==> src/rtl/logic_op_stage.sv <==
// ---------------------------------------------------------------------------
// logic_op_stage
//
// Registered bitwise-logic execute stage. Operand pairs arrive from decode
// with a 2-bit opcode and a tag; the stage computes AND/OR/XOR/NOR at accept
// time, stores only the result (plus zero flag and tag), and presents it to
// the downstream consumer over a valid/ready handshake.
//
// A main register drives out_* and a skid register absorbs one extra beat,
// so the stage sustains one beat per cycle while in_ready stays a registered
// signal (no combinational path from out_ready back to decode).
//
// Ports
//   clk         rising-edge clock
//   rst_n       synchronous reset, active-low
//   in_valid    operand beat valid
//   in_ready    stage can accept a beat (registered)
//   in_a        operand A            [WIDTH]
//   in_b        operand B            [WIDTH]
//   in_op       00 AND, 01 OR, 10 XOR, 11 NOR
//   in_tag      tag carried with the beat [TAG_W]
//   out_valid   result beat valid
//   out_ready   downstream accepts the result
//   out_result  computed result      [WIDTH]
//   out_zero    1 iff out_result == 0
//   out_tag     tag of the result beat [TAG_W]
// ---------------------------------------------------------------------------
module logic_op_stage #(
  parameter int WIDTH = 32,
  parameter int TAG_W = 5
) (
  input  logic             clk,
  input  logic             rst_n,
  input  logic             in_valid,
  output logic             in_ready,
  input  logic [WIDTH-1:0] in_a,
  input  logic [WIDTH-1:0] in_b,
  input  logic [1:0]       in_op,
  input  logic [TAG_W-1:0] in_tag,
  output logic             out_valid,
  input  logic             out_ready,
  output logic [WIDTH-1:0] out_result,
  output logic             out_zero,
  output logic [TAG_W-1:0] out_tag
);

  localparam logic [1:0] OP_AND = 2'b00;
  localparam logic [1:0] OP_OR  = 2'b01;
  localparam logic [1:0] OP_XOR = 2'b10;

  typedef enum logic [1:0] {
    ST_EMPTY = 2'd0,
    ST_ONE   = 2'd1,
    ST_TWO   = 2'd2
  } state_t;

  state_t           state_reg;
  logic             in_ready_reg;

  logic [WIDTH-1:0] main_result_reg;
  logic             main_zero_reg;
  logic [TAG_W-1:0] main_tag_reg;

  logic [WIDTH-1:0] skid_result_reg;
  logic             skid_zero_reg;
  logic [TAG_W-1:0] skid_tag_reg;

  logic [WIDTH-1:0] op_result;
  logic             op_zero;
  logic             in_fire;
  logic             out_fire;

  // Per-bit logic unit. The result vector is exactly WIDTH bits, so NOR is
  // inherently confined to the operand width.
  genvar gi;
  generate
    for (gi = 0; gi < WIDTH; gi++) begin : g_bit
      assign op_result[gi] = (in_op == OP_AND) ? (in_a[gi] & in_b[gi]) :
                             (in_op == OP_OR)  ? (in_a[gi] | in_b[gi]) :
                             (in_op == OP_XOR) ? (in_a[gi] ^ in_b[gi]) :
                                                 ~(in_a[gi] | in_b[gi]);
    end
  endgenerate

  // Zero flag is captured alongside the result so that it is 0 at reset,
  // independent of the cleared result register.
  assign op_zero  = ~|op_result;

  assign in_fire  = in_valid & in_ready_reg;
  assign out_fire = out_valid & out_ready;

  // Control and storage. in_ready_reg is written with the value matching the
  // state being entered, so it always reflects the current state one cycle
  // later without any combinational ready path.
  always_ff @(posedge clk) begin
    if (!rst_n) begin
      state_reg       <= ST_EMPTY;
      in_ready_reg    <= 1'b1;
      main_result_reg <= '0;
      main_zero_reg   <= 1'b0;
      main_tag_reg    <= '0;
      skid_result_reg <= '0;
      skid_zero_reg   <= 1'b0;
      skid_tag_reg    <= '0;
    end else begin
      case (state_reg)
        ST_EMPTY: begin
          if (in_fire) begin
            main_result_reg <= op_result;
            main_zero_reg   <= op_zero;
            main_tag_reg    <= in_tag;
            state_reg       <= ST_ONE;
            in_ready_reg    <= 1'b1;
          end
        end

        ST_ONE: begin
          if (in_fire && !out_fire) begin
            // Main is still waiting downstream; park the new beat in skid.
            skid_result_reg <= op_result;
            skid_zero_reg   <= op_zero;
            skid_tag_reg    <= in_tag;
            state_reg       <= ST_TWO;
            in_ready_reg    <= 1'b0;
          end else if (in_fire && out_fire) begin
            // Main drains and refills in the same cycle: no bubble.
            main_result_reg <= op_result;
            main_zero_reg   <= op_zero;
            main_tag_reg    <= in_tag;
            state_reg       <= ST_ONE;
            in_ready_reg    <= 1'b1;
          end else if (out_fire) begin
            state_reg       <= ST_EMPTY;
            in_ready_reg    <= 1'b1;
          end
        end

        ST_TWO: begin
          // in_ready_reg is 0 here, so only the drain can happen.
          if (out_fire) begin
            main_result_reg <= skid_result_reg;
            main_zero_reg   <= skid_zero_reg;
            main_tag_reg    <= skid_tag_reg;
            state_reg       <= ST_ONE;
            in_ready_reg    <= 1'b1;
          end
        end

        default: begin
          state_reg    <= ST_EMPTY;
          in_ready_reg <= 1'b1;
        end
      endcase
    end
  end

  assign in_ready   = in_ready_reg;
  assign out_valid  = (state_reg != ST_EMPTY);
  assign out_result = main_result_reg;
  assign out_zero   = main_zero_reg;
  assign out_tag    = main_tag_reg;

endmodule

==> config.mk <==
export PLATFORM = sky130hd
export DESIGN_NAME = logic_op_stage
export DESIGN_NICKNAME = d
export VERILOG_FILES = /design/src/rtl/logic_op_stage.sv
export SDC_FILE = /design/constraint.sdc
export NUM_CORES = 1
export LEC_CHECK = 0
export ABC_AREA = 1
export BUFFER_PORTS_ARGS = -buffer_cell sky130_fd_sc_hd__buf_4
export CORE_ASPECT_RATIO = 2
export CORE_MARGIN = 2
export CORE_UTILIZATION = 62
export CTS_CLUSTER_SIZE = 10
export DETAILED_ROUTE_END_ITERATION = 12
export PLACE_DENSITY_LB_ADDON = 0.2
export SLEW_MARGIN = 20
export SYNTH_ARGS = -nofsm -noshare
export SYNTH_HDL_FRONTEND = slang
export SYNTH_SLANG_ARGS = --single-unit
==> constraint.sdc <==
create_clock -name clk -period 3 [get_ports clk]
set_clock_uncertainty 0.1 [all_clocks]
set_input_delay 0.6 -clock clk [delete_from_list [all_inputs] [get_ports clk]]
set_output_delay 0.6 -clock clk [all_outputs]
set_load 0.03 [all_outputs]
After elaboration in Yosys (flattened, before gate mapping)
Index checks and enable logic that the tools add are counted.
Cells by class
  add/subtract/negate cells: 0
  $mul: 0
  divide/modulo/power cells: 0
  order comparisons: 0
  eq/ne operators: 9
  shift-type cells: 0
  multiplexer cells: 122
  bitwise logic cells: 130
  reduce and logical (&&, ||, !) cells: 12
Operators with widths (number)
  $mux W32: 4
  $mux W1: 104
  $pmux W32 S3: 1
  $and A1 B1 Y1: 34
  $not A1 Y1: 32
  $or A1 B1 Y1: 32
  $reduce_or A32 Y1: 1
  $xor A1 B1 Y1: 32
  $mux W5: 4
  $pmux W5 S3: 1
  $mux W2: 5
  $ne A2 B2 Y1 const B: 4
  $pmux W1 S3: 2
  $pmux W2 S3: 1
  $reduce_and A5 Y1: 1
  $eq A2 B1 Y1 const B: 2
  $eq A2 B2 Y1 const B: 2
  $logic_not A2 Y1: 2
  $ne A4 B4 Y1 const B: 1
  $reduce_and A3 Y1: 1
  $reduce_bool A3 Y1: 1
  $logic_and A1 B1 Y1: 2
  $logic_not A1 Y1: 2
  $reduce_and A2 Y1: 1
  $reduce_bool A2 Y1: 1
Word-level totals
  bits in registers: 79
  bits in latches: 0
  bits in writable memories: 0
  bits in read-only memories: 0
  input bits: 75
  output and inout bits: 40
  logic and storage cells: 281
  memories: 0

Logic depth before layout (Yosys ltp)
Gate-level depths: netlist of the first run.
  depth in word-level cells: 10
  gate-level depth with buffers: 14

Worst setup path before layout of the first run
No wires, ideal clock.
  path kind: input to register
  start: input port in_op[1]
  end: register main_zero_reg, in the netlist out_zero
  library setup time: 70 ps
  data arrival time: 1779 ps
  path slack: 1051 ps
  stages on the path: 13
  path buffers: 2
  path through: buf_6 -> inv_6 -> clkbuf_2 -> o21ai_0 -> nand2_1 -> inv_1 -> a21oi_2 -> nand2_1 -> nor2_1 -> nand2_1 -> nor2_2 -> nand3_1 -> a21oi_1
On the way
  word-level cells in the longest chain between the ends: 9
  elaborated cells between the ends (all ways): 105
RTL lines
  start, declared: line 38  | input logic [1:0] in_op,
  $eq A2 B2 Y1: line 80  | (in_op == OP_XOR) ? (in_a[gi] ^ in_b[gi]) :
  $mux W1: line 80
  $mux W1: line 79  | (in_op == OP_OR) ? (in_a[gi] | in_b[gi]) :
  $mux W1: line 78  | assign op_result[gi] = (in_op == OP_AND) ? (in_a[gi] & in_b[gi]) :
  $reduce_or A32 Y1 (*): line 87  | assign op_zero = ~|op_result;
  $logic_not A1 Y1 (*): line 87
  $mux W1: line 125  | end else if (in_fire && out_fire) begin
  $mux W1: line 118  | if (in_fire && !out_fire) begin
  $pmux W1 S3 (*): line 106  | case (state_reg)
  end signal, assigned: line 110  | main_zero_reg <= op_zero;
  end signal, assigned: line 128  | main_zero_reg <= op_zero;
  end signal, assigned: line 142  | main_zero_reg <= skid_zero_reg;
  end, declared: line 61  | logic main_zero_reg;
Mark *: on every way between the ends. The rest lies on a longest branch, timed or not. The select of a mux whose other input is x is not followed.
A chain may end at the register's enable or synchronous reset.

Worst setup path after layout of the first run
  start: register state_reg[0]
  end: register main_tag_reg[3], in the netlist out_tag[3]
On the way
  word-level cells in the longest chain between the ends: 6
  elaborated cells between the ends (all ways): 15
RTL lines
  start, declared: line 57  | state_t state_reg;
  start signal, assigned: line 97  | state_reg <= ST_EMPTY;
  start signal, assigned: line 112  | state_reg <= ST_ONE;
  start signal, assigned: line 123  | state_reg <= ST_TWO;
  $reduce_bool A2 Y1: line 158  | assign out_valid = (state_reg != ST_EMPTY);
  $and A1 B1 Y1: line 90  | assign out_fire = out_valid & out_ready;
  $logic_not A1 Y1: line 118
  $logic_and A1 B1 Y1: line 118
  $ne A2 B2 Y1 (no source line)
  $reduce_and A5 Y1 (no source line)
  end signal, assigned: line 111  | main_tag_reg <= in_tag;
  end signal, assigned: line 129  | main_tag_reg <= in_tag;
  end signal, assigned: line 143  | main_tag_reg <= skid_tag_reg;
  end, declared: line 62  | logic [TAG_W-1:0] main_tag_reg;
Several ways; a longest one is shown, not always the timed one.

==> results of run 1 <==
-- critical path, cell delays in order (launching register included) --
cell     delay, ps
dfxtp_1        390
inv_1          100
ha_1           230
inv_2           90
nand2_1         80
inv_1          110
nor2_1          70
inv_1           60
nand3_1        330
inv_1          190
buf_4          270
o21ai_0        120
a31oi_1        180
-- cells in the mapped netlist --
| library cell | count |
|---|---|
| nand2_1 | 161 |
| buf_2 | 14 |
| buf_4 | 2 |
| nor2_1 | 107 |
| nor2_2 | 25 |
| nand4_1 | 1 |
| a31oi_1 | 7 |
| inv_6 | 2 |
| nand2_4 | 2 |
| clkbuf_2 | 2 |
| dfxtp_1 | 79 |
| a21oi_4 | 1 |
| a21oi_1 | 73 |
| inv_1 | 186 |
| o211ai_1 | 32 |
| buf_6 | 7 |
| nor2_8 | 1 |
| o21ai_0 | 87 |
| clkbuf_1 | 21 |
| o21ai_1 | 2 |
| a21oi_2 | 3 |
| o2bb2ai_1 | 1 |
| nand2_8 | 2 |
| nand3b_1 | 6 |
| nand3_1 | 4 |
| ha_1 | 101 |
| or2_2 | 7 |
| inv_2 | 3 |
-- power by group --
part	switching, W	internal, W
logic	0.00153	0.000837
registers	0.000206	0.00141
clock network	0.000416	0.000721
total	0.00216	0.00296
-- worst max-delay path by stage --
stage / startpoint / to / slack [ps] / cells after the start
floorplan: in_op[1] / out_zero / 1050 / 13
global placement: in_op[0] / out_zero / 480 / 13
detailed placement: in_op[0] / out_zero / 450 / 13
CTS: state_reg[1] / out_tag[3] / 610 / 12
global route: state_reg[1] / out_result[18] / 310 / 12
finish: state_reg[0] / out_tag[3] / 600 / 12
-- layout make-up --
cell class | count | area share
clock buffers | 9 | 0.0301
clock inverters | 5 | 0.0112
inverters | 191 | 0.0973
multi-input cells | 623 | 0.506
flip-flops and latches | 79 | 0.212
well taps | 135 | 0.0226
repair buffers | 121 | 0.122
-- metal layers --
metal,vias to the layer above,wire length [µm],GRT usage
met5,-,0,0
met4,0,436,0.104
met3,31,597,0.0288
met2,174,7760,0.476
met1,2699,6160,0.336
li1,3064,-,-
-- stage by stage --
stage               instances   util  area (µm²)  power, W  hold WS, ps
floorplan                 939      -        6330   0.00320          348
global placement         1149  0.715        7160   0.00392          358
detailed placement       1149  0.715        7160   0.00397          366
CTS                      1163  0.746        7470   0.00512          376
global route             1163  0.746        7470   0.00546          389
finish                   1163  0.746        7470   0.00512          381
-- kinds of logic after synthesis --
group	Yosys count	share of synthesized area
AO/OA/AOI/OAI	206	0.181
adder cells (fa/ha/maj)	101	0.200
buffers and inverters	237	0.155
flip-flops	79	0.250
AND/OR/NAND/NOR	316	0.215
==> summary.txt, run 1 <==
Status: finished clean
CTS tree: done
Largest fanout on the critical path: 26
Hpwl dp: 11,200 µm
Max Clk Rate: 0.417 GHz
Post-Syn Area per Cell: 6.74 µm²
Final TNS setup: 0 ps
Synth warn: 0
Clock Sinks: 79
Multi-input combinational cell area: 0.00378 mm²
Site Rows: 52
Crit path required time: 3150 ps
PortBufs: 114
Reg2reg path depth: 12
Buffers inserted by post-CTS timing repair: 0
Die area: 0.0111 mm²
Initial core utilization: 0.632
CTS Buf Count: 9
HP Start: skid_tag_reg[0]
Seq/Total Area, Yosys: 0.250
Synth area leader: dfxtp_1
Final Net Count: 1,201
Post-synth top area share: 0.250
Fill cell total of the finished layout: 876
Root buffer cell: clkbuf_16
Crit. End Element: flop
Die width: 75.5 µm
Core area: 0.0100 mm²
Routed vias: 5,968
Yosys reg bits: 79
Total gr overflow: 0
CTS H-tree lvls: 3
Actual transition at the worst max-transition pin: 695 ps
Endpoints failing hold: 0
Startpoint types: flop
Commonest non-fill, non-tap cell in the layout: inv_1
Fraction of layout cells with a size suffix above 1: 0.177
Vias in the first global route: 5,549
Drt via density: 5.13
Hold Crit Class: flop to flop
Number of diodes: 0
Gr usage total: 0.274
# setup viols final: 0
Initial drt markers: 390
Yosys cell types: 28
Post-CTS Resized: 0
Period minus WS final: 2400 ps
P per Cell Area: 685 mW/mm²
Post-Syn Instances: 939
R2r setup slk: 600 ps
P&R area growth vs syn: 18.0%
Max-cap violations: 0
Setup ws final: 605 ps
VDD IR max: 0.536 mV
Top Ports: 115
Commonest non-fill, non-tap cells in the layout: inv_1 (186), nand2_1 (161), buf_4 (121)
Initial antenna violation count: 0
Worst reg2reg startpoint: state_reg[0]
RSZ-0062 raised after global routing: no
Cell leakage power: 4.15 nW
Rel. slew slack: 0.537
First-pass DRT Iterations: 5
Routability cong.: 0.892
Arrival @ worst endpoint: 2550 ps
Hold-fix buffers, CTS: 0
Hold Crit Endpoint: out_tag[0]
CP Class: flop to flop
Syn Std Cell Area: 0.00633 mm²
Net Count, Synth: 1,115
Pin count of the biggest net entering global routing: 80
FF+latch area: 0.00158 mm²
Wirelength, routed: 15,000 µm
DR DRC count: 0
CTS max path bufs: 2
Die height: 147 µm
Top post-synthesis cells by area: dfxtp_1 (25%), ha_1 (20%), inv_1 (11%), nand2_1 (9.5%), o21ai_0 (6.9%)
Clk slew on worst S/H paths: 60 ps
Tcrit/Tclk final: 0.798
Worst-Skew Late Latency: 330 ps
Antenna Nets Post-Route: 0
Hold Path Cell Cnt: 2
Reg2reg end: out_tag[3]
Fin. max-slew vios: 0
Global-route wire length before repair: 24,400 µm
DP Worst Slack: 448 ps
Wire per inst: 12.9 µm
Note: power is estimated with default switching activity, not from simulation.
==> inputs of run 2 (changes only) <==
Settings changed: CORE_UTILIZATION 62 to 52.
Clock period 3 ns to 2.1 ns, I/O delays scaled along.
==> run 2 against run 1 <==
Against the previous run: via count is 3.7% higher; critical path depth decreased by 2; clock-buffer cell count unchanged; sequential share of layout area down 1.1 points; critical endpoint is now out_zero.
==> summary.txt, run 2 (synthesis gave the netlist of run 1 again) <==
Fraction of layout cells with a size suffix above 1: 0.210 (+0.0325)
CP Cell Sequence: inv_1 -> ha_1 -> a21oi_1 -> nor2_1 -> inv_1 -> nand3_2 -> inv_2 -> buf_6 -> o21ai_0 -> a21oi_1
Initial antenna violation count: 0 (unchanged)
Core area: 0.0120 mm² (+20%)
CTS tree: done
Antenna Nets Post-Route: 0 (unchanged)
DP Worst Slack: -57.8 ps (-506 ps)
Startpoint types: flop
Number of diodes: 0 (unchanged)
Die width: 82.0 µm (+8.7%)
Period minus WS final: 1970 ps (-429 ps)
CP Class: flop to flop
# setup viols final: 0 (unchanged)
HP Start: in_tag[3]
PortBufs: 114 (unchanged)
Critical path's slowest cell: dfxtp_2
Hold WS: 224 ps (-156 ps)
Final Net Count: 1,235 (+2.8%)
Commonest non-fill, non-tap cells in the layout: inv_1 (185), nand2_1 (161), buf_4 (147)
Total gr overflow: 0 (unchanged)
P per Cell Area: 986 mW/mm² (+44%)
Reg2reg path depth: 10 (-2)
Crit path max-delay family: compound AO/OA/AOI/OAI gates
First-pass DRT Iterations: 5 (unchanged)
Final TNS setup: 0 ps (unchanged)
Initial drt markers: 327 (-16%)
CTS Buf Count: 9 (unchanged)
Logic pwr share: 0.470 (+0.007)
Wirelength, routed: 16,700 µm (+12%)
Root buffer cell: clkbuf_16
Gr usage total: 0.263 (-0.0112)
Placed instance area: 0.00749 mm² (+4.5%)
Rel. slew slack: 0.780 (+0.243)
Hold Crit Class: input port to flop
Sw Pwr: 0.00321 W (+49%)
Max-cap violations: 0 (unchanged)
Crit path required time: 2270 ps (-880 ps)
Wire per inst: 13.8 µm (+7.3%)
Vias in the first global route: 6,054 (+9.1%)
DR DRC count: 0 (unchanged)
Reg2reg end: out_zero
CTS max path bufs: 2 (unchanged)
Die area: 0.0131 mm² (+18%)
Internal power: 0.00455 W (+54%)
Hold Path Cell Cnt: 3 (+1)
Arrival @ worst endpoint: 2130 ps (-420 ps)
Worst path buffer plus inverter count: 4 (-2)
Routed vias: 6,189 (+3.7%)
Setup ws final: 133 ps (-471 ps)
R2r setup slk: 130 ps (-470 ps)
Pin count of the biggest net entering global routing: 39 (-51%)
VDD IR max: 1.14 mV (+110%)
Clock share of power: 0.233 (+0.011)
Cell leakage power: 4.37 nW (+5.3%)
Global-route wire length before repair: 27,300 µm (+12%)
Crit. End Element: flop
Die height: 160 µm (+8.9%)
Worst reg2reg startpoint: state_reg[0]
Endpoints failing hold: 0 (unchanged)
Max Clk Rate: 0.508 GHz (+22%)
P&R area growth vs syn: 24.5%
Actual transition at the worst max-transition pin: 330 ps (-365 ps)
Site Rows: 57 (+9.6%)
Fin. max-slew vios: 0 (unchanged)
Switching share of power: 0.414 (-0.00711)
Pwr Total: 0.00777 W (+52%)
Hpwl dp: 12,400 µm (+10%)
Clock Sinks: 79 (unchanged)
Design area: 0.00788 mm² (+5.5%)
Hold Crit Endpoint: skid_tag_reg[3]
Clk slew on worst S/H paths: 60 ps (about the same)
Worst-Skew Late Latency: 340 ps (about the same)
Routability cong.: 0.836 (-6.2%)
Reg power frac: 0.297 (-0.018)
Tcrit/Tclk final: 0.936 (+0.138)
Hold-fix buffers, CTS: 0 (unchanged)
Status: finished clean
Commonest non-fill, non-tap cell in the layout: inv_1
Drt via density: 5.11 (-0.41%)
Largest fanout on the critical path: 19 (-27%)
Initial core utilization: 0.528 (-0.103)
CTS H-tree lvls: 3 (unchanged)
Slowest stage delay, CP: 350 ps (-40 ps)
Top Ports: 115 (unchanged)
[run 2: cell types whose count changed in the layout (fill, tap and decap cells not counted), moves of 2 or more]
cell	previous run	this run
buf_12	0	7
dfxtp_1	79	77
buf_4	121	147
dfxtp_2	0	2
[run 2: metrics by stage]
| stage | util | instances |
|---|---|---|
| 2_1_floorplan | - | 939 |
| 3_3_place_gp | 0.625 | 1192 |
| 3_5_place_dp | 0.625 | 1192 |
| 4_1_cts | 0.654 | 1208 |
| 5_1_grt | 0.658 | 1211 |
| 6_report | 0.658 | 1211 |
[run 2: cell type report]
class                      instances  area, µm²
timing repair buffer             155       1250
sequential                        79       1580
fill                            1089       4100
multi-input combinational        623       3780
inverter                         191        727
clock inverter                     7        120
clock buffer                       9        225
tap                              147        184
[run 2: metal layers]
metal | share of wire | wire length, µm | GRT usage
met3 | 0.043 | 726 | 0.0356
met4 | 0.032 | 529 | 0.113
met1 | 0.39 | 6560 | 0.301
met2 | 0.53 | 8900 | 0.469
met5 | 0 | 0 | 0
[run 2: worst max path at each step]
| stage | start | endpoint | slack, ps | depth (start not counted) |
|---|---|---|---|---|
| floorplan | state_reg[0] | out_tag[3] | 150 | 12 |
| global placement | in_op[0] | out_zero | -20 | 14 |
| detailed placement | in_op[0] | out_zero | -60 | 14 |
| CTS | state_reg[0] | out_tag[4] | 0.4 | 10 |
| global route | state_reg[0] | out_tag[2] | -0.09 | 12 |
| finish | state_reg[0] | out_zero | 130 | 10 |
[run 2: timing repair]
item	4_1_cts	5_1_grt
endpoints found under the setup margin	0	65
setup buffers	0	3
resized for setup	0	8
[run 2: worst min-delay path, cell delays in order]
cell    delay, ps
buf_4          80
nor2_1         40
nor2_1         80
[run 2: power groups by stage]
stage	Clock (W)	Combinational (W)	Sequential, W
after floorplan	0	0.00176	0.00281
after global placement	0	0.00346	0.00231
after detailed placement	0	0.00352	0.00231
after global routing	0.00189	0.00403	0.00235
final	0.00181	0.00365	0.00230
after CTS	0.00183	0.00355	0.00229
==> inputs of run 3 (changes only) <==
Settings changed: CORE_UTILIZATION 52 to 57.
Clock period 2.1 ns to 2.13 ns, I/O delays scaled along.
==> run 3 against run 2 <==
Against the previous run: power is 6.4% lower; sequential power shrank 2%; first-iteration DRC count rose by 18%; global-route usage shrank 1.5 points; clock power down 18%; core utilization grew 4.9 points; hold slack better by 5.6 ps; clock-buffer cell count grew 5; wire length shrank 12%; sequential share of layout area increased by 0.49 points.
==> summary.txt, run 3 (synthesis gave the netlist of run 1 again) <==
VDD IR max: 0.880 mV (-23%)
CTS H-tree lvls: 3 (unchanged)
CTS max path bufs: 2 (unchanged)
P per Cell Area: 945 mW/mm² (-4.1%)
CP Class: flop to flop
Rel. slew slack: 0.538 (-0.242)
Crit path required time: 2290 ps (+20 ps)
Setup ws final: 160 ps (+26.9 ps)
Hold Crit Endpoint: skid_tag_reg[2]
R2r setup slk: 160 ps (+30 ps)
Reg2reg path depth: 12 (+2)
Root buffer cell: clkbuf_16
Site Rows: 54 (-5.3%)
Fin. max-slew vios: 0 (unchanged)
Period minus WS final: 1970 ps (+3.08 ps)
Cell total after placement: 1,172 (-1.7%)
Die area: 0.0120 mm² (-8.5%)
Multi-input combinational cell area: 0.00378 mm² (about the same)
Hpwl dp: 11,300 µm (-8.3%)
Routability cong.: 1.01 (+21%)
HP Start: in_tag[2]
Number of diodes: 0 (unchanged)
Status: finished clean
Actual transition at the worst max-transition pin: 693 ps (+362 ps)
Initial antenna violation count: 0 (unchanged)
Fraction of layout cells with a size suffix above 1: 0.196 (-0.0140)
P&R area growth vs syn: 21.5%
Routed vias: 5,927 (-4.2%)
Gr usage total: 0.248 (-0.0148)
Fill cell total of the finished layout: 977 (-10%)
Final Net Count: 1,219 (-1.3%)
Initial core utilization: 0.582 (+0.0536)
Largest fanout on the critical path: 17 (-2)
Total gr overflow: 0 (unchanged)
Pin count of the biggest net entering global routing: 80 (+110%)
Commonest non-fill, non-tap cell in the layout: inv_1
Endpoints failing hold: 0 (unchanged)
CTS Buf Count: 9 (unchanged)
Worst-Skew Late Latency: 330 ps (about the same)
Top Ports: 115 (unchanged)
Crit. End Element: flop
First-pass DRT Iterations: 5 (unchanged)
Core area: 0.0109 mm² (-9.2%)
Reg2reg end: out_result[27]
Hold Crit Class: input port to flop
Pwr Total: 0.00727 W (-6.4%)
Cell leakage power: 4.27 nW (-2.4%)
Max-cap violations: 0 (unchanged)
Hold Path Cell Cnt: 3 (unchanged)
Startpoint types: flop
Max Clk Rate: 0.508 GHz (-0.16%)
DP Worst Slack: -160 ps (-102 ps)
Die width: 78.5 µm (-4.3%)
Global-route wire length before repair: 24,700 µm (-9.5%)
Clk slew on worst S/H paths: 60 ps (about the same)
DR DRC count: 0 (unchanged)
Worst reg2reg startpoint: state_reg[0]
Initial drt markers: 386 (+18%)
Drt via density: 4.99 (-2.4%)
PortBufs: 114 (unchanged)
Wire per inst: 12.4 µm (-9.8%)
Commonest non-fill, non-tap cells in the layout: inv_1 (185), nand2_1 (161), buf_4 (131)
Die height: 153 µm (-4.4%)
Vias in the first global route: 5,600 (-7.5%)
Tcrit/Tclk final: 0.925 (-0.0117)
Wirelength, routed: 14,800 µm (-12%)
Non-Filler Instances: 1,188 (-1.9%)
Arrival @ worst endpoint: 2130 ps (about the same)
Clock Sinks: 79 (unchanged)
FF+latch area: 0.00158 mm² (unchanged)
Antenna Nets Post-Route: 0 (unchanged)
CTS tree: done
# setup viols final: 0 (unchanged)
==> run 3: routing by layer <==
metal  track usage  wire [µm]  part of all wire
met1         0.306       6360              0.43
met3        0.0236        552             0.037
met2         0.442       7530              0.51
met4        0.0869        350             0.024
met5             0          0                 0
==> run 3: per-stage QoR <==
stage	setup TNS (ps)	hold slack [ps]	utilization	cell area, µm²
after floorplan	0	348	-	6330
after global placement	-239	359	0.678	7380
after detailed placement	-279	367	0.678	7380
after CTS	0	229	0.706	7680
after global routing	-0.0282	239	0.707	7690
final	0	230	0.707	7690
==> run 3: power by group <==
part | total (W) | internal, W | switching, W
combinational | 0.00352 | 0.00134 | 0.00218
clock | 0.00148 | 0.000915 | 0.000567
sequential | 0.00226 | 0.00198 | 0.000280
total | 0.00727 | 0.00424 | 0.00303
==> run 3: how the worst max path moves through the flow <==
stage | from | end | slack [ps] | cells after the start
2_1_floorplan | state_reg[0] | out_tag[3] | 180 | 12
3_3_place_gp | in_op[1] | out_zero | -130 | 13
3_5_place_dp | in_op[1] | out_zero | -160 | 13
4_1_cts | state_reg[0] | out_result[27] | 3 | 12
5_1_grt | state_reg[0] | out_result[15] | -0.03 | 12
6_report | state_reg[0] | out_result[27] | 160 | 12
==> run 3: critical path, cell delays in order (launching register included) <==
cell	delay (ps)
dfxtp_2	360
inv_1	80
ha_1	220
inv_2	80
nand2_1	90
inv_1	120
nor2_1	80
inv_1	70
nand3_2	110
inv_2	130
buf_6	180
o21ai_0	110
a21oi_1	180
==> run 3: layout make-up <==
class,count,area share
Multi-Input combinational cell,623,0.492
Clock inverter,2,0.00163
Inverter,191,0.0945
Clock buffer,14,0.0369
Sequential cell,79,0.206
Tap cell,140,0.0228
Timing Repair Buffer,139,0.146
==> run 3: timing repair <==
action / 4_1_cts / 5_1_grt
setup buffers: 0 / 0
gates resized for setup: 1 / 5
endpoints found under the setup margin: 3 / 39
hold buffers: 0 / 0
cloned: 0 / 0
